File: config.mk
export PLATFORM = sky130hd
export DESIGN_NAME = fp_addsub_seq
export DESIGN_NICKNAME = d
export VERILOG_FILES = /design/src/rtl/fp_addsub_seq.sv
export SDC_FILE = /design/constraint.sdc
export NUM_CORES = 1
export LEC_CHECK = 0
export CORE_UTILIZATION = 50
export DETAILED_ROUTE_END_ITERATION = 12
export PLACE_DENSITY = 0.68
export SLEW_MARGIN = 20
export SYNTH_ARGS = -nofsm -noshare
export SYNTH_HDL_FRONTEND = slang
export SYNTH_SLANG_ARGS = --single-unit
File: constraint.sdc
create_clock -name clk -period 5.2 [get_ports clk]
set_input_delay 0.52 -clock clk [delete_from_list [all_inputs] [get_ports clk]]
set_output_delay 0.52 -clock clk [all_outputs]
set_load 0.01 [all_outputs]
File: src/rtl/fp_addsub_seq.sv
// fp_addsub_seq: multi-cycle floating-point adder/subtractor, {sign, exp, frac}.
// One operation in flight: IDLE -> ALIGN -> ADD -> NORM -> ROUND -> DONE.
// Special operands (NaN/inf) skip the datapath and go straight to DONE.
// Optional macro FP_ADDSUB_RNE_EN: round-to-nearest-even in ROUND;
// when undefined, ROUND truncates. Cycle timing is identical in both builds.
module fp_addsub_seq #(
    parameter int EXP_W = 8,
    parameter int MAN_W = 23
) (
    input  logic                   clk,
    input  logic                   rst_n,
    input  logic                   in_valid,
    output logic                   in_ready,
    input  logic [EXP_W+MAN_W:0]   a,
    input  logic [EXP_W+MAN_W:0]   b,
    input  logic                   op,
    output logic                   out_valid,
    input  logic                   out_ready,
    output logic [EXP_W+MAN_W:0]   result,
    output logic                   overflow,
    output logic                   underflow
);

    localparam int FW = 1 + EXP_W + MAN_W;   // packed operand width
    localparam int MW = MAN_W + 1;           // significand incl. hidden bit
    localparam int GW = MW + 3;              // significand + guard/round/sticky
    localparam int EW = EXP_W + 2;           // exponent with carry headroom
    localparam int CW = $clog2(MAN_W + 4);   // alignment shift counter

    localparam logic [EXP_W-1:0] EXP_ONES = '1;
    localparam logic [EW-1:0]    EXP_MAX  = {2'b00, EXP_ONES};
    localparam logic [EW-1:0]    EXP_ONE  = EW'(1);
    localparam logic [EW-1:0]    EXP_TWO  = EW'(2);
    localparam logic [CW-1:0]    CNT_MAX  = CW'(MAN_W + 3);
    localparam logic [CW-1:0]    CNT_ONE  = CW'(1);
    localparam logic [FW-1:0]    QNAN     = {1'b0, EXP_ONES, 1'b1, {(MAN_W-1){1'b0}}};

    typedef enum logic [2:0] {
        IDLE  = 3'd0,
        ALIGN = 3'd1,
        ADD   = 3'd2,
        NORM  = 3'd3,
        ROUND = 3'd4,
        DONE  = 3'd5
    } state_t;

    state_t            state_q, state_d;
    logic              sign_q, sign_d;        // sign of the larger magnitude
    logic              zsign_q, zsign_d;      // sign to use if the sum is exactly zero
    logic              zops_q, zops_d;        // both operands were zero
    logic              sub_q, sub_d;          // effective subtraction
    logic [EW-1:0]     exp_q, exp_d;
    logic [GW-1:0]     mbig_q, mbig_d;        // larger significand, later the working sum
    logic [GW-1:0]     msml_q, msml_d;        // smaller significand being aligned
    logic [CW-1:0]     cnt_q, cnt_d;
    logic [FW-1:0]     result_q, result_d;
    logic              ovf_q, ovf_d;
    logic              unf_q, unf_d;

    // operand unpacking
    logic              sa, sb_eff;
    logic [EXP_W-1:0]  ea, eb, ea_eff, eb_eff, d;
    logic [MAN_W-1:0]  fa, fb;
    logic [GW-1:0]     ma, mb;
    logic              a_nan, b_nan, a_inf, b_inf, special, a_big, accept;
    logic [CW-1:0]     cnt_init;
    logic [FW-1:0]     spec_res;

    // datapath helpers
    logic [GW:0]       add_sum;
    logic              rnd_up;
    logic [MW:0]       rnd_sum;
    logic              rnd_carry;
    logic [MW-1:0]     rnd_man;
    logic [EW-1:0]     rnd_exp;

`ifdef FP_ADDSUB_RNE_EN
    // Increment when the discarded part exceeds half an ulp, or equals it with an odd LSB.
    function automatic logic rne_increment(input logic [GW-1:0] m);
        rne_increment = m[2] & (m[3] | m[1] | m[0]);
    endfunction
    assign rnd_up = rne_increment(mbig_q);
`else
    assign rnd_up = 1'b0;
`endif

    assign accept    = in_valid && in_ready;
    assign in_ready  = rst_n && (state_q == IDLE);
    assign out_valid = (state_q == DONE);
    assign result    = result_q;
    assign overflow  = ovf_q;
    assign underflow = unf_q;

    // Unpack operands, classify specials, order by magnitude and size the alignment.
    always_comb begin
        sa       = a[FW-1];
        sb_eff   = b[FW-1] ^ op;
        ea       = a[FW-2:MAN_W];
        eb       = b[FW-2:MAN_W];
        fa       = a[MAN_W-1:0];
        fb       = b[MAN_W-1:0];
        ea_eff   = (ea == '0) ? EXP_W'(1) : ea;
        eb_eff   = (eb == '0) ? EXP_W'(1) : eb;
        ma       = {(ea != '0), fa, 3'b000};
        mb       = {(eb != '0), fb, 3'b000};
        a_nan    = (ea == EXP_ONES) && (fa != '0);
        b_nan    = (eb == EXP_ONES) && (fb != '0);
        a_inf    = (ea == EXP_ONES) && (fa == '0);
        b_inf    = (eb == EXP_ONES) && (fb == '0);
        special  = a_nan || b_nan || a_inf || b_inf;
        a_big    = ({ea_eff, ma} >= {eb_eff, mb});
        d        = a_big ? (ea_eff - eb_eff) : (eb_eff - ea_eff);
        cnt_init = (int'(d) > MAN_W + 3) ? CNT_MAX : d[CW-1:0];
        if (a_nan || b_nan || (a_inf && b_inf && (sa != sb_eff))) begin
            spec_res = QNAN;
        end else if (a_inf) begin
            spec_res = {sa, EXP_ONES, {MAN_W{1'b0}}};
        end else begin
            spec_res = {sb_eff, EXP_ONES, {MAN_W{1'b0}}};
        end
    end

    // Magnitude add/subtract and the rounding increment with its renormalisation.
    always_comb begin
        add_sum   = sub_q ? ({1'b0, mbig_q} - {1'b0, msml_q})
                          : ({1'b0, mbig_q} + {1'b0, msml_q});
        rnd_sum   = {1'b0, mbig_q[GW-1:3]} + {{MW{1'b0}}, rnd_up};
        rnd_carry = rnd_sum[MW];
        rnd_man   = rnd_carry ? rnd_sum[MW:1] : rnd_sum[MW-1:0];
        rnd_exp   = rnd_carry ? (exp_q + EXP_ONE) : exp_q;
    end

    // Next-state and datapath register updates for each FSM state.
    always_comb begin
        state_d  = state_q;
        sign_d   = sign_q;
        zsign_d  = zsign_q;
        zops_d   = zops_q;
        sub_d    = sub_q;
        exp_d    = exp_q;
        mbig_d   = mbig_q;
        msml_d   = msml_q;
        cnt_d    = cnt_q;
        result_d = result_q;
        ovf_d    = ovf_q;
        unf_d    = unf_q;

        case (state_q)
            IDLE: begin
                if (accept) begin
                    if (special) begin
                        result_d = spec_res;
                        ovf_d    = 1'b0;
                        unf_d    = 1'b0;
                        state_d  = DONE;
                    end else begin
                        sign_d  = a_big ? sa : sb_eff;
                        zsign_d = sa & sb_eff;
                        zops_d  = (ma == '0) && (mb == '0);
                        sub_d   = sa ^ sb_eff;
                        exp_d   = {2'b00, (a_big ? ea_eff : eb_eff)};
                        mbig_d  = a_big ? ma : mb;
                        msml_d  = a_big ? mb : ma;
                        cnt_d   = cnt_init;
                        state_d = ALIGN;
                    end
                end
            end

            ALIGN: begin
                if (cnt_q != '0) begin
                    msml_d = {1'b0, msml_q[GW-1:2], (msml_q[1] | msml_q[0])};
                    cnt_d  = cnt_q - CNT_ONE;
                end
                if (cnt_q <= CNT_ONE) begin
                    state_d = ADD;
                end
            end

            ADD: begin
                if (add_sum[GW]) begin
                    mbig_d = {add_sum[GW:2], (add_sum[1] | add_sum[0])};
                    exp_d  = exp_q + EXP_ONE;
                end else begin
                    mbig_d = add_sum[GW-1:0];
                end
                state_d = NORM;
            end

            NORM: begin
                if (!mbig_q[GW-1] && (exp_q > EXP_ONE)) begin
                    mbig_d = {mbig_q[GW-2:0], 1'b0};
                    exp_d  = exp_q - EXP_ONE;
                    if (mbig_q[GW-2] || (exp_q == EXP_TWO)) begin
                        state_d = ROUND;
                    end
                end else begin
                    state_d = ROUND;
                end
            end

            ROUND: begin
                if (rnd_man[MW-1] && (rnd_exp >= EXP_MAX)) begin
                    result_d = {sign_q, EXP_ONES, {MAN_W{1'b0}}};
                    ovf_d    = 1'b1;
                    unf_d    = 1'b0;
                end else if (!rnd_man[MW-1]) begin
                    result_d = {((rnd_man == '0) ? zsign_q : sign_q), {EXP_W{1'b0}},
                                rnd_man[MAN_W-1:0]};
                    ovf_d    = 1'b0;
                    unf_d    = !zops_q;
                end else begin
                    result_d = {sign_q, rnd_exp[EXP_W-1:0], rnd_man[MAN_W-1:0]};
                    ovf_d    = 1'b0;
                    unf_d    = 1'b0;
                end
                state_d = DONE;
            end

            DONE: begin
                if (out_ready) begin
                    state_d = IDLE;
                end
            end

            default: state_d = IDLE;
        endcase
    end

    // State and datapath registers; reset aborts any operation in flight.
    always_ff @(posedge clk) begin
        if (!rst_n) begin
            state_q  <= IDLE;
            sign_q   <= 1'b0;
            zsign_q  <= 1'b0;
            zops_q   <= 1'b0;
            sub_q    <= 1'b0;
            exp_q    <= '0;
            mbig_q   <= '0;
            msml_q   <= '0;
            cnt_q    <= '0;
            result_q <= '0;
            ovf_q    <= 1'b0;
            unf_q    <= 1'b0;
        end else begin
            state_q  <= state_d;
            sign_q   <= sign_d;
            zsign_q  <= zsign_d;
            zops_q   <= zops_d;
            sub_q    <= sub_d;
            exp_q    <= exp_d;
            mbig_q   <= mbig_d;
            msml_q   <= msml_d;
            cnt_q    <= cnt_d;
            result_q <= result_d;
            ovf_q    <= ovf_d;
            unf_q    <= unf_d;
        end
    end

endmodule

==> results of run 1 <==
[layer usage]
metal | up-vias | wire [microns] | track usage
met5 | - | 0 | 0
met4 | 0 | 416 | 0.0643
met3 | 25 | 2380 | 0.0506
met2 | 402 | 12600 | 0.462
met1 | 4537 | 13800 | 0.433
li1 | 4874 | - | -
[power groups by stage]
stage	combinational, uW	clock (uW)	sequential [uW]
finish	5680	703	1450
global route	6250	743	1480
CTS	5570	705	1430
detailed placement	5540	0	1450
global placement	5510	0	1450
floorplan	4450	0	1270
[final cells by class]
cell class / count / area, sq um / area share
Multi-Input combinational cell: 1060 / 6630 / 0.610
Clock buffer: 10 / 229 / 0.0211
Sequential cell: 110 / 2200 / 0.203
Inverter: 63 / 236 / 0.0218
Tap cell: 229 / 287 / 0.0264
Timing Repair Buffer: 125 / 1220 / 0.113
Clock inverter: 5 / 58.8 / 0.00541
[through the flow]
step                area, sq um   util
floorplan                  9430      -
global placement          10600  0.581
detailed placement        10600  0.581
CTS                       10900  0.597
global route              10900  0.597
finish                    10900  0.597
[cell families after synthesis]
logic type,count (synthesis)
flip-flops,110
multiplexers,38
XOR/XNOR,53
AND/OR/NAND/NOR,446
adder cells (fa/ha/maj),77
AO/OA/AOI/OAI,446
buffers and inverters,156
[registers in the layout, indices dropped and copies added, names as in the netlist]
name and flops:
state_q 3, mbig_q 27, exp_q 10, result 32
underflow 1, zops_q 1, zsign_q 1, sign_q 1
msml_q 27, sub_q 1, overflow 1, cnt_q 5
[what timing repair did]
action,CTS,global route
endpoints found under the setup margin,0,10
buffers inserted,0,0
gates resized for setup,0,1
[worst min-delay path, stage by stage (launching register included)]
cell	delay [ns]
sky130_fd_sc_hd__dfxtp_1	0.32
sky130_fd_sc_hd__nand2_1	0.05
sky130_fd_sc_hd__a211oi_1	0.06
[layout by cell type (no fill, tap or decap), types with 10 or more instances in the layout]
master	instances
sky130_fd_sc_hd__a21oi_1	183
sky130_fd_sc_hd__a211oi_1	32
sky130_fd_sc_hd__inv_1	62
sky130_fd_sc_hd__or4_1	10
sky130_fd_sc_hd__nor2_1	204
sky130_fd_sc_hd__clkdlybuf4s50_1	104
sky130_fd_sc_hd__a22oi_1	23
sky130_fd_sc_hd__o21ai_0	90
sky130_fd_sc_hd__a21o_1	16
sky130_fd_sc_hd__nand2_1	90
sky130_fd_sc_hd__nor3_1	41
sky130_fd_sc_hd__nand4_1	13
sky130_fd_sc_hd__nor4_1	21
sky130_fd_sc_hd__xor2_1	14
sky130_fd_sc_hd__mux2i_1	33
sky130_fd_sc_hd__dfxtp_1	110
sky130_fd_sc_hd__xnor2_1	39
sky130_fd_sc_hd__a31oi_1	20
sky130_fd_sc_hd__ha_1	74
sky130_fd_sc_hd__a221oi_1	14
sky130_fd_sc_hd__nand2b_1	11
sky130_fd_sc_hd__nand3_1	16
sky130_fd_sc_hd__buf_4	19
[worst min-delay path by stage]
stage | from | end
2_1_floorplan | sign_q | sign_q
3_3_place_gp | overflow | overflow
3_5_place_dp | overflow | overflow
4_1_cts | overflow | overflow
5_1_grt | overflow | overflow
6_report | overflow | overflow
==> metrics.log, run 1 <==
INFO  metric status = complete, no violations
INFO  metric post_synth_main_area_contributors = sky130_fd_sc_hd__dfxtp_1, sky130_fd_sc_hd__a21oi_1, sky130_fd_sc_hd__ha_1
INFO  metric area_of_the_core = about 18000 sq um
INFO  metric grt_first_pass_wirelength = 46300 microns
INFO  metric slew_violations = 0
INFO  metric period_share = 0.942
INFO  metric critical-path-top-delay-family = simple AND/OR/NAND/NOR gates
INFO  metric detail_route.first_pass.iterations = 5
INFO  metric yosys_most_used_dff = sky130_fd_sc_hd__dfxtp_1
INFO  metric design_power_total = 7830 uW
INFO  metric max_slew.worst_pin.slew = about 1 ns
INFO  metric remaining_drc_errors = 0
INFO  metric synth_edf_count = 0
INFO  metric power.leakage = around 0.0044 uW
INFO  metric number_of_global_route_vias_before_repair = 8690
INFO  metric detailedPlacementHpwl = 22500 microns
INFO  metric starting_density_of_the_core = 0.518
INFO  metric detail_route.wl_per_cell = 18.3 microns
INFO  metric cell_depth_of_the_worst_setup_path = 14
INFO  metric synth_most_common_cell = sky130_fd_sc_hd__nor2_1
INFO  metric design.final.nets = roughly 1500
INFO  metric num_io_pins = between 100 and 150
INFO  metric area_delta_synth_final = 15.2%
INFO  metric power_report.internal_total = 3650 uW
INFO  metric yosys.area_share.adder = 0.105
INFO  metric cts_tree = built
INFO  metric crit_path_start = msml_q[7]
INFO  metric cp_max_fo = 16
INFO  metric synth_fp_nets = between 1000 and 1500
INFO  metric die-height = 139 microns
INFO  metric grt.overflow.total = 0
INFO  metric portion_of_total_power_attributed_to_sequential_cells = 0.185
INFO  metric final_antenna_net_count = 0
INFO  metric synth-compound-area-share = 0.287
INFO  metric timing.rr.end = mbig_q[25]
INFO  metric timing.hold.ws = 0.471 ns
INFO  metric routed-via-count = 9838
INFO  metric crit-reg2reg-launch = msml_q[7]
INFO  metric layout_setup_ws = a little over 0.3 ns
INFO  metric finalSetupTns = 0 ns
INFO  metric synth.yosys.seq_area_share = 0.234
INFO  metric skew = 0.00993 ns
INFO  metric ys_seq_elements = 110
INFO  metric synth_commonest_cells = sky130_fd_sc_hd__nor2_1, sky130_fd_sc_hd__a21oi_1, sky130_fd_sc_hd__dfxtp_1, sky130_fd_sc_hd__nand2_1, sky130_fd_sc_hd__o21ai_0
INFO  metric timing.hold.worst.class = reg -> reg
INFO  metric critical_path.max_stage_delay = 0.66 ns
INFO  metric yosysTopAreaCellShare = 0.234
INFO  metric unrepaired_setup_endpoints_after_global_routing = no
INFO  metric largest_buffer_count_on_any_clock_path = 2
INFO  metric crit_type = reg -> reg
INFO  metric final_cell_count_no_fill = 1602
INFO  metric avgSynthCellArea = 7.11 sq um
INFO  metric floorplan.rows = slightly below 50
INFO  metric syn_area = 9430 sq um
INFO  metric synth.largest_area_cell = sky130_fd_sc_hd__dfxtp_1
INFO  metric post_synth_and_or_nand_nor_area_fraction = 0.219
INFO  metric totalWireLength = just under 30000 microns
INFO  metric report.final.hold_viol_count = 0
INFO  metric endpoint = mbig_q[25]
INFO  metric path_cells = or4_4 -> nor3_1 -> nand2_1 -> nor4_1 -> a21oi_1 -> xnor2_1 -> ha_1 -> nand3_1 -> a2111oi_1 -> o21ai_0 -> and3_1 -> nor2_4 -> o21ai_0 -> a21oi_1
INFO  metric die-width = around 140 microns
INFO  metric power.density = 721 nW/um^2
INFO  metric path_buf_inv = 0
INFO  metric hold_depth = 2
INFO  metric clk-insertion-delay-late = 0.36 ns
INFO  metric grt_antenna_before_repair = 0
INFO  metric critical_path_required = 5.49 ns
INFO  metric cts_buffers = 9
INFO  metric achievable-frequency = 204 MHz
INFO  metric p_sw = 4180 uW
INFO  metric synthXorXnorAreaFrac = 0.0492
INFO  metric power.combinational.fraction = 0.725
INFO  metric ctsRootBufferMaster = sky130_fd_sc_hd__clkbuf_16
INFO  metric insertedDiodeCount = 0
INFO  metric critical-path-slowest-cell = sky130_fd_sc_hd__a2111oi_1
INFO  metric cts_max_level = 3
INFO  metric power_switching_share = 0.534
INFO  metric floorplan.die_area = 19400 sq um
INFO  metric synth.distinct_cells = 66
INFO  metric setup.reg_to_reg.worst_slack = 0.30 ns
INFO  metric setup_viol = 0
INFO  metric via_per_inst = 6.14
INFO  metric post_cts_hold_buffers = 0
INFO  metric main_combinational_cell_family_by_area_after_synthesis = compound AO/OA/AOI/OAI gates
INFO  metric synth_mux_area_frac = 0.0410
INFO  metric async_flop_share = 0
INFO  metric numPortBuffers = 104
INFO  metric post-place-ws = between 0.1 and 0.15 ns
INFO  metric gpl.final_weighted_congestion = 0.960
INFO  metric clkPwrFrac = 0.090
INFO  metric critical_path.startpoint_type = flip-flop
INFO  metric setup.worst_path.end_class = flip-flop
INFO  metric worst_ep_arrival_time = a little over 5 ns
INFO  metric ff2ff_path_depth = 14
INFO  metric place_inst = 1587
INFO  metric slew_headroom = 0.338
INFO  metric vdd.ir_drop.worst = 329 uV
INFO  metric number_of_clock_sinks = 110
INFO  metric count_of_yosys_warnings_during_synthesis = 0
INFO  metric netlist_instances = 1326
INFO  metric max_cap_violations = 0
INFO  metric fillerInstances = 1725
INFO  metric drive_above_1_share = 0.0415
INFO  metric finalCriticalPeriod = 4.90 ns
INFO  metric clk_pin_slew_worst_paths = around 0.080 ns
INFO  metric grt_start_max_net_pins = 62
INFO  metric first_iter_violations = between 1000 and 1500
INFO  metric groute.usage.overall = 0.299
(Power assumes the default switching activity.)
==> inputs of run 2 (changes only) <==
--- a/config.mk
+++ b/config.mk
@@ -8,7 +8,7 @@
 export CORE_UTILIZATION = 50
 export DETAILED_ROUTE_END_ITERATION = 12
 export PLACE_DENSITY = 0.68
-export SLEW_MARGIN = 20
+export SLEW_MARGIN = 15
 export SYNTH_ARGS = -nofsm -noshare
 export SYNTH_HDL_FRONTEND = slang
 export SYNTH_SLANG_ARGS = --single-unit
==> constraint.sdc (replaced) <==
create_clock -name clk -period 4.9 [get_ports clk]
set_input_delay 0.49 -clock clk [delete_from_list [all_inputs] [get_ports clk]]
set_output_delay 0.49 -clock clk [all_outputs]
set_load 0.01 [all_outputs]
==> run 2 against run 1 <==
  * First-iteration DRC count shrank 4.3%
  * Via count grew 1.0%
  * Sequential power increased by 5%
  * Total power grew 8.0%
  * Global-route usage is 1.3 points higher
  * Die area did not move
  * Count of clock-buffer cells in the layout is 1 lower
  * Register-to-register slack lost 0.03 ns
  * Hold slack better by 0.0018 ns
  * Final cell count up 0.31%
  * Combinational power up 9.0%
==> metrics.log, run 2 (synthesis gave the netlist of run 1 again) <==
INFO  metric groute.usage.overall = 0.312
INFO  metric post_cts_hold_buffers = 0
INFO  metric achievable-frequency = 216 MHz
INFO  metric max_slew.worst_pin.slew = roughly 1.0 ns
INFO  metric unrepaired_setup_endpoints_after_global_routing = no
INFO  metric clk_pin_slew_worst_paths = 0.08 ns
INFO  metric design.final.nets = 1519
INFO  metric area_delta_synth_final = 15.6%
INFO  metric remaining_drc_errors = 0
INFO  metric worst_hold_path.endpoint = overflow
INFO  metric gpl.final_weighted_congestion = 1.01
INFO  metric starting_density_of_the_core = 0.518
INFO  metric power.combinational.fraction = 0.732
INFO  metric power.density = ~780 nW/um^2
INFO  metric cts_tree = built
INFO  metric detail_route.first_pass.iterations = 5
INFO  metric critical_path.startpoint_type = flip-flop
INFO  metric finalSetupTns = 0 ns
INFO  metric area_of_the_core = between 15000 and 20000 sq um
INFO  metric first_iter_violations = between 1000 and 1500
INFO  metric power.leakage = approximately 0.0044 uW
INFO  metric report.final.hold_viol_count = 0
INFO  metric post_cts.repair.setup_buffers = 0
INFO  metric setup_viol = 0
INFO  metric drive_above_1_share = 0.0457
INFO  metric commonest_non_fill_non_tap_cells_in_the_layout = sky130_fd_sc_hd__nor2_1, sky130_fd_sc_hd__a21oi_1, sky130_fd_sc_hd__dfxtp_1
INFO  metric via_per_inst = roughly 6
INFO  metric post-place-ws = ~0.28 ns
INFO  metric status = complete, no violations
INFO  metric totalWireLength = between 30000 and 40000 microns
INFO  metric setup.reg_to_reg.worst_slack = approximately 0.27 ns
INFO  metric finalCriticalPeriod = 4.63 ns
INFO  metric mostFrequentLayoutCell = sky130_fd_sc_hd__nor2_1
INFO  metric die-width = about 140 microns
INFO  metric crit-reg2reg-launch = msml_q[0]
INFO  metric routed-via-count = 9937
INFO  metric power_report.internal_total = 3900 uW
INFO  metric postCtsResizedCells = 0
INFO  metric cts_max_level = 3
INFO  metric worst_hold_startpoint = overflow
INFO  metric critical-path-slowest-cell = sky130_fd_sc_hd__or4_1
INFO  metric path_cells = or4_1 -> nor4_4 -> buf_4 -> a31oi_1 -> xnor2_1 -> ha_1 -> nand2_1 -> or3_1 -> or4_1 -> o31ai_1 -> o21ai_0 -> and3_1 -> nor2_4 -> nand3_1 -> a21oi_1
INFO  metric clk-insertion-delay-late = 0.37 ns
INFO  metric ctsRootBufferMaster = sky130_fd_sc_hd__clkbuf_16
INFO  metric detail_route.wl_per_cell = ~19 microns
INFO  metric period_share = 0.945
INFO  metric grt.overflow.total = 0
INFO  metric detailedPlacementHpwl = 23300 microns
INFO  metric p_sw = 4550 uW
INFO  metric largest_buffer_count_on_any_clock_path = 2
INFO  metric grt_first_pass_wirelength = around 48000 microns
INFO  metric portion_of_total_power_attributed_to_sequential_cells = 0.180
INFO  metric number_of_clock_sinks = between 100 and 150
INFO  metric crit_type = reg -> reg
INFO  metric insertedDiodeCount = 0
INFO  metric numPortBuffers = 104
INFO  metric design_power_total = 8450 uW
INFO  metric power_switching_share = 0.538
INFO  metric slew_headroom = 0.302
INFO  metric ff2ff_path_depth = 15
INFO  metric number_of_global_route_vias_before_repair = 8755
INFO  metric cts_buffers = 9
INFO  metric hold_depth = 2
INFO  metric floorplan.rows = between 40 and 50
INFO  metric floorplan.die_area = ~19000 sq um
INFO  metric cp_max_fo = 16
INFO  metric skew = 0.0113 ns
INFO  metric grt_start_max_net_pins = just under 70
INFO  metric final_antenna_net_count = 0
INFO  metric timing.hold.ws = 0.472 ns
INFO  metric num_io_pins = around 110
INFO  metric slew_violations = 0
INFO  metric clkPwrFrac = 0.088
INFO  metric layout_setup_ws = between 0.2 and 0.3 ns
INFO  metric grt_antenna_before_repair = 0
INFO  metric timing.hold.worst.class = reg -> reg
INFO  metric fillerInstances = 1754
INFO  metric max_cap_violations = 0
INFO  metric critical_path.max_stage_delay = 0.61 ns
INFO  metric critical_path.most_common_cell = sky130_fd_sc_hd__or4_1
INFO  metric critical_path_required = around 5.2 ns
INFO  metric fin_util = 0.599
INFO  metric setup.worst_path.end_class = flip-flop
INFO  metric vdd.ir_drop.worst = 337 uV
INFO  metric timing.rr.end = mbig_q[23]
INFO  metric worst_ep_arrival_time = a little under 5 ns
INFO  metric number_of_flip_flops_under_the_largest_register_name = 32
INFO  metric die-height = 139 microns
[run 2: cell count changes in the layout (fill, tap and decap cells not counted)]
cell                        before  now
sky130_fd_sc_hd__a2111oi_0       0    1
sky130_fd_sc_hd__a2111oi_1       1    0
sky130_fd_sc_hd__buf_4          19   23
sky130_fd_sc_hd__bufinv_16       1    0
sky130_fd_sc_hd__clkbuf_1        1    0
sky130_fd_sc_hd__clkinv_2        1    0
sky130_fd_sc_hd__clkinv_4        0    2
sky130_fd_sc_hd__inv_6           1    0
sky130_fd_sc_hd__inv_8           0    3
[run 2: power groups by stage]
stage	clock, uW	sequential [uW]	combinational [uW]
4_1_cts	751	1510	6030
2_1_floorplan	0	1340	4720
6_report	745	1520	6190
5_1_grt	788	1560	6770
3_3_place_gp	0	1520	5930
3_5_place_dp	0	1530	5980
[run 2: worst max-delay path by stage]
stage	start	end	depth (start not counted)
2_1_floorplan	msml_q[7]	exp_q[9]	16
3_3_place_gp	msml_q[0]	mbig_q[23]	14
3_5_place_dp	msml_q[0]	mbig_q[23]	14
4_1_cts	msml_q[0]	mbig_q[23]	14
5_1_grt	msml_q[0]	mbig_q[23]	19
6_report	msml_q[0]	mbig_q[23]	15
[run 2: cell type report]
cell class	instances	area (sq um)	share of cell area
Tap cell	229	287	0.0263
Inverter	63	236	0.0217
Clock buffer	9	225	0.0207
Multi-Input combinational cell	1060	6630	0.608
Sequential cell	110	2200	0.202
Clock inverter	7	66.3	0.00608
Timing Repair Buffer	129	1250	0.115
[run 2: through the flow]
stage	instance area (sq um)	instances
after floorplan	9430	1326
after global placement	10600	1589
after detailed placement	10600	1589
after CTS	10900	1605
after global routing	10900	1607
final	10900	1607
[run 2: layer usage]
metal | GRT usage | vias up | part of all wire
met3 | 0.0509 | 34 | 0.089
met1 | 0.471 | 4594 | 0.48
met4 | 0.0789 | 0 | 0.015
met2 | 0.454 | 420 | 0.42
li1 | - | 4889 | -
met5 | 0 | - | 0
[run 2: critical path: cells and delay by family, from the launching register on]
kind            cells  cell delay, ns
simple gates        8            2.75
fa+ha+maj           1            0.40
flops               1            0.36
xor+xnor            1            0.21
buf+inv             1            0.21
compound gates      4            0.62
==> RTL change 1, RTL diff (settings of run 2) <==
Make the reset (`rst_n`) asynchronous in one clocked block.
--- a/src/rtl/fp_addsub_seq.sv
+++ b/src/rtl/fp_addsub_seq.sv
@@ -229,5 +229,5 @@
 
     // State and datapath registers; reset aborts any operation in flight.
-    always_ff @(posedge clk) begin
+    always_ff @(posedge clk or negedge rst_n) begin
         if (!rst_n) begin
             state_q  <= IDLE;
Function: differs if rst_n is asserted again (counterexample within 4 cycles, from zero or initial values and one cycle with rst_n low); with rst_n held inactive, the same outputs for 4 cycles.
==> RTL change 1 against run 2 <==
- area after synthesis up 4.9%
- non-clock buffer count unchanged
- total power up 16%
- setup slack better by 37 ps
- routed wire length down 2.6%
- highest routed layer unchanged
- cell area up 5.0%
- count of clock-buffer cells in the layout up 1
- sequential cell count unchanged
- clock skew about the same
==> RTL change 1: results (changes against run 2) <==
Max VDD drop -> 0.000407 V (+21%)
clk_skew -> 10.9 ps (-0.370 ps)
Sw Pwr -> 0.00503 W (+10%)
Total GRT Usage -> 0.299 (-0.0133)
global-route wire length before repair -> 46,900 um (-2.1%)
post-synth cell types -> 73 (+11%)
routed wl met3 -> 1850 um (-32%)
M1 GR Usage -> 0.447 (-0.0248)
crit path max fanout -> 12 (-4)
routed wire length on met2 -> 12,900 um (+1.6%)
GR Util met3 -> 0.0436 (-0.00733)
Clock Path Buffers -> 2 (unchanged)
synth top area cells -> dfrtp_1, ha_1, mux2i_1
Avg WL per Cell -> 18.9 um (+0.18%)
Lkg Pwr -> 4.98 nW (+14%)
number of flip-flops in the largest register -> 32 (unchanged)
pin count of the biggest net entering global routing -> 61 (-12%)
post-synthesis sequential area ratio -> 0.278 (+0.0447)
global placer's final weighted congestion -> 0.983 (-2.6%)
DR iter-0 viols -> 786 (-26%)
relative slew slack -> 0.242 (-0.0598)
Via density -> 6.10 (-1.3%)
GR Layer Usage met2 -> 0.455 (+0.00126)
worst hold-check path type -> in -> async
DP Wirelength -> 22,800 um (-2.1%)
Post-synth ARST share -> 1.00 (+1.00)
CTS buffer count -> 9 (unchanged)
share of cells above drive strength 1 -> 0.0516 (+0.00590)
net count after synthesis -> 1,382 (-6.1%)
Metal-1 WL -> 14,400 um (-0.27%)
Primary FF master, synth -> dfrtp_1
number of global-route vias before repair -> 8,594 (-1.8%)
status -> completed
top cells by count, synth -> a21oi_1, nor2_1, dfrtp_1, nand2_1, o21ai_0
count leader, synth -> a21oi_1
[RTL change 1: cell count changes after synthesis, sizes merged, moves of 9 or more]
cell,delta
nand2,+13
a21oi,-55
mux2i,+38
dfrtp,+110
nor2,-85
a22o,+23
a221oi,-14
buf,-9
dfxtp,-110
a22oi,-19
o211ai,+11
nand3,+10
nor3,-17
a211oi,-16
[RTL change 1: final cells by class]
type,count,area (um2)
repair buffers,129,1240
well taps,265,332
clock buffers,10,229
inverters,57,214
flip-flops and latches,110,2750
fillers,1881,7960
clock inverters,6,78.8
multi-input cells,986,6600
[RTL change 1: logic make-up after synthesis]
logic type / count (synthesis) / share of synthesized area
compound gates: 392 / 0.251
xor+xnor: 55 / 0.0487
fa+ha+maj: 77 / 0.0997
buf+inv: 140 / 0.0583
flops: 110 / 0.278
mux: 76 / 0.0775
simple gates: 386 / 0.187
[RTL change 1: worst paths after layout]
check | from | to | slack, ps | cells after the start
worst min-delay path | rst_n | result[29]$_DFFE_PN0P_ | 160 | 1
worst max-delay path | msml_q[4]$_DFFE_PN0P_ | mbig_q[26]$_DFFE_PN0P_ | 310 | 17
worst max register to register | msml_q[4]$_DFFE_PN0P_ | mbig_q[26]$_DFFE_PN0P_ | 310 | 17
max in group asynchronous | rst_n | sign_q$_DFFE_PN0P_ | 3460 | 2
worst min register to register | result[31]$_DFFE_PN0P_ | result[31]$_DFFE_PN0P_ | 480 | 2
min in group clk | result[31]$_DFFE_PN0P_ | result[31]$_DFFE_PN0P_ | 480 | 2
[RTL change 1: stage by stage]
step / area, um2 / cells / setup WS [ps] / total power [W]
after global routing: 11400 / 1563 / 46.5 / 0.0105
after CTS: 11400 / 1561 / 252 / 0.00963
final: 11400 / 1563 / 305 / 0.00978
after floorplan: 9890 / 1236 / 490 / 0.00694
after global placement: 11100 / 1545 / 258 / 0.00872
after detailed placement: 11100 / 1545 / 223 / 0.00881
[RTL change 1: critical path: stages, from the launching register on]
cell and delay, ps:
dfrtp_1 430, or4_1 630, nor4b_1 330, buf_4 210, nand2_1 50, nor2_1 220, a21oi_1 130, xnor2_1 290
ha_1 310, a21o_1 180, a21oi_1 180, o21ai_0 120, and3_1 220, a31oi_2 200, o2111ai_4 290, and2_1 320
a311oi_1 260, a31oi_1 110
[RTL change 1: power by group through the flow]
stage / clock, W / sequential (W) / combinational (W)
3_3_place_gp: 0 / 0.00191 / 0.00680
4_1_cts: 0.000791 / 0.00190 / 0.00693
6_report: 0.000783 / 0.00192 / 0.00708
3_5_place_dp: 0 / 0.00192 / 0.00688
5_1_grt: 0.000827 / 0.00198 / 0.00774
2_1_floorplan: 0 / 0.00174 / 0.00520
==> RTL change 2, RTL diff (config.mk and constraints of run 2) <==
Made on the original files. `EXP_W`: 8 -> 12.
--- a/src/rtl/fp_addsub_seq.sv
+++ b/src/rtl/fp_addsub_seq.sv
@@ -5,5 +5,5 @@
 // when undefined, ROUND truncates. Cycle timing is identical in both builds.
 module fp_addsub_seq #(
-    parameter int EXP_W = 8,
+    parameter int EXP_W = 12,
     parameter int MAN_W = 23
 ) (
Ports: changed (resized a, b and result); port bits go from 105 to 117. No check against the original RTL was run, so the function may have changed too.
==> RTL change 2 against run 2 <==
- the run now ends with setup timing left
- setup slack got worse by 380 ps
- cell area increased by 25%
- sequential share of layout area decreased by 2.9 points
- area after synthesis increased by 14%
- total power decreased by 29%
- sequential cell count increased by 8
- critical path depth increased by 2
- routed wire length increased by 15%
- critical endpoint is now exp_q[12]$_SDFFE_PN0P_
- largest power group unchanged
==> RTL change 2: results (changes against run 2) <==
final non-filler cell total -> 1,890 (+18%)
xor/xnor cell area share of the yosys netlist -> 0.0504 (+0.00119)
routed wire length on met2 -> 14,600 um (+15%)
adder-cell share of the synthesized area -> 0.101 (-0.00372)
clk_skew -> 9.70 ps (-1.56 ps)
number of flip-flops in the largest register -> 36 (+13%)
Max VDD drop -> 0.000298 V (-12%)
M1 GR Usage -> 0.476 (+0.00444)
global-route wire length before repair -> 54,700 um (+14%)
net count after synthesis -> 1,628 (+11%)
Skew-Pair Late Insertion Delay -> 420 ps (+50 ps)
Logic power comb -> 0.00339 W (-45%)
part of the power in combinational logic -> 0.565 (-0.167)
synth top area cells -> dfxtp_1, ha_1, a21oi_1
crit path DAT -> 5370 ps (+440 ps)
R2R setup slack -> -120 ps (-380 ps)
pin count of the biggest net entering global routing -> 96 (+39%)
# fillers -> 1,861 (+6.1%)
FF-to-FF End -> exp_q[12]$_SDFFE_PN0P_
Final WS setup -> -116 ps (-384 ps)
failing checks -> setup timing
crit path max fanout -> 4 (-12)
mux share of post-synthesis cell area -> 0.0693 (+0.0283)
final setup vio count -> 15 (+15)
worst-case hold path end point -> sign_q$_SDFFE_PN0P_
DP Worst Slack -> -456 ps (-734 ps)
top cells by count, synth -> nor2_1, a21oi_1, dfxtp_1, nand2_1, clkbuf_1
routed wl met3 -> 2850 um (+5.1%)
status -> finished, violations left
post-synthesis sequential area ratio -> 0.219 (-0.0147)
relative slew slack -> 0.267 (-0.0347)
Synth Area in Compound Gates -> 0.280 (-0.00668)
Lkg Pwr -> 5.48 nW (+25%)
worst reg2reg startpoint -> msml_q[7]$_SDFFE_PN0P_
accumulated negative setup slack -> -452 ps (-452 ps)
Reg clk slew, reported paths -> 60 ps (-20 ps)
Sw Ratio -> 0.425 (-0.114)
## RTL change 2: cell count changes after synthesis, sizes merged, moves of 10 or more
cell,before,now
o211ai,9,26
nand2,90,100
nor3,42,57
clkbuf,68,89
a21oi,185,139
nand3,17,38
inv,63,82
mux2i,33,68
nor2b,7,37
nor2,206,139
a21boi,2,12
## RTL change 2: layout make-up
type	instances	area [um2]	area share
multi-input combinational	1164	8000	0.586
sequential	118	2360	0.173
timing repair buffer	221	2010	0.147
clock buffer	22	474	0.0347
tap	275	344	0.0252
inverter	82	308	0.0225
clock inverter	8	148	0.0108
## RTL change 2: repair_timing
item	4_1_cts	5_1_grt
pin swaps	11	24
cloned	0	1
setup endpoints to repair	36	45
hold buffers	0	0
gates resized for setup	11	57
setup buffers	1	9
endpoints found under the hold margin	0	0
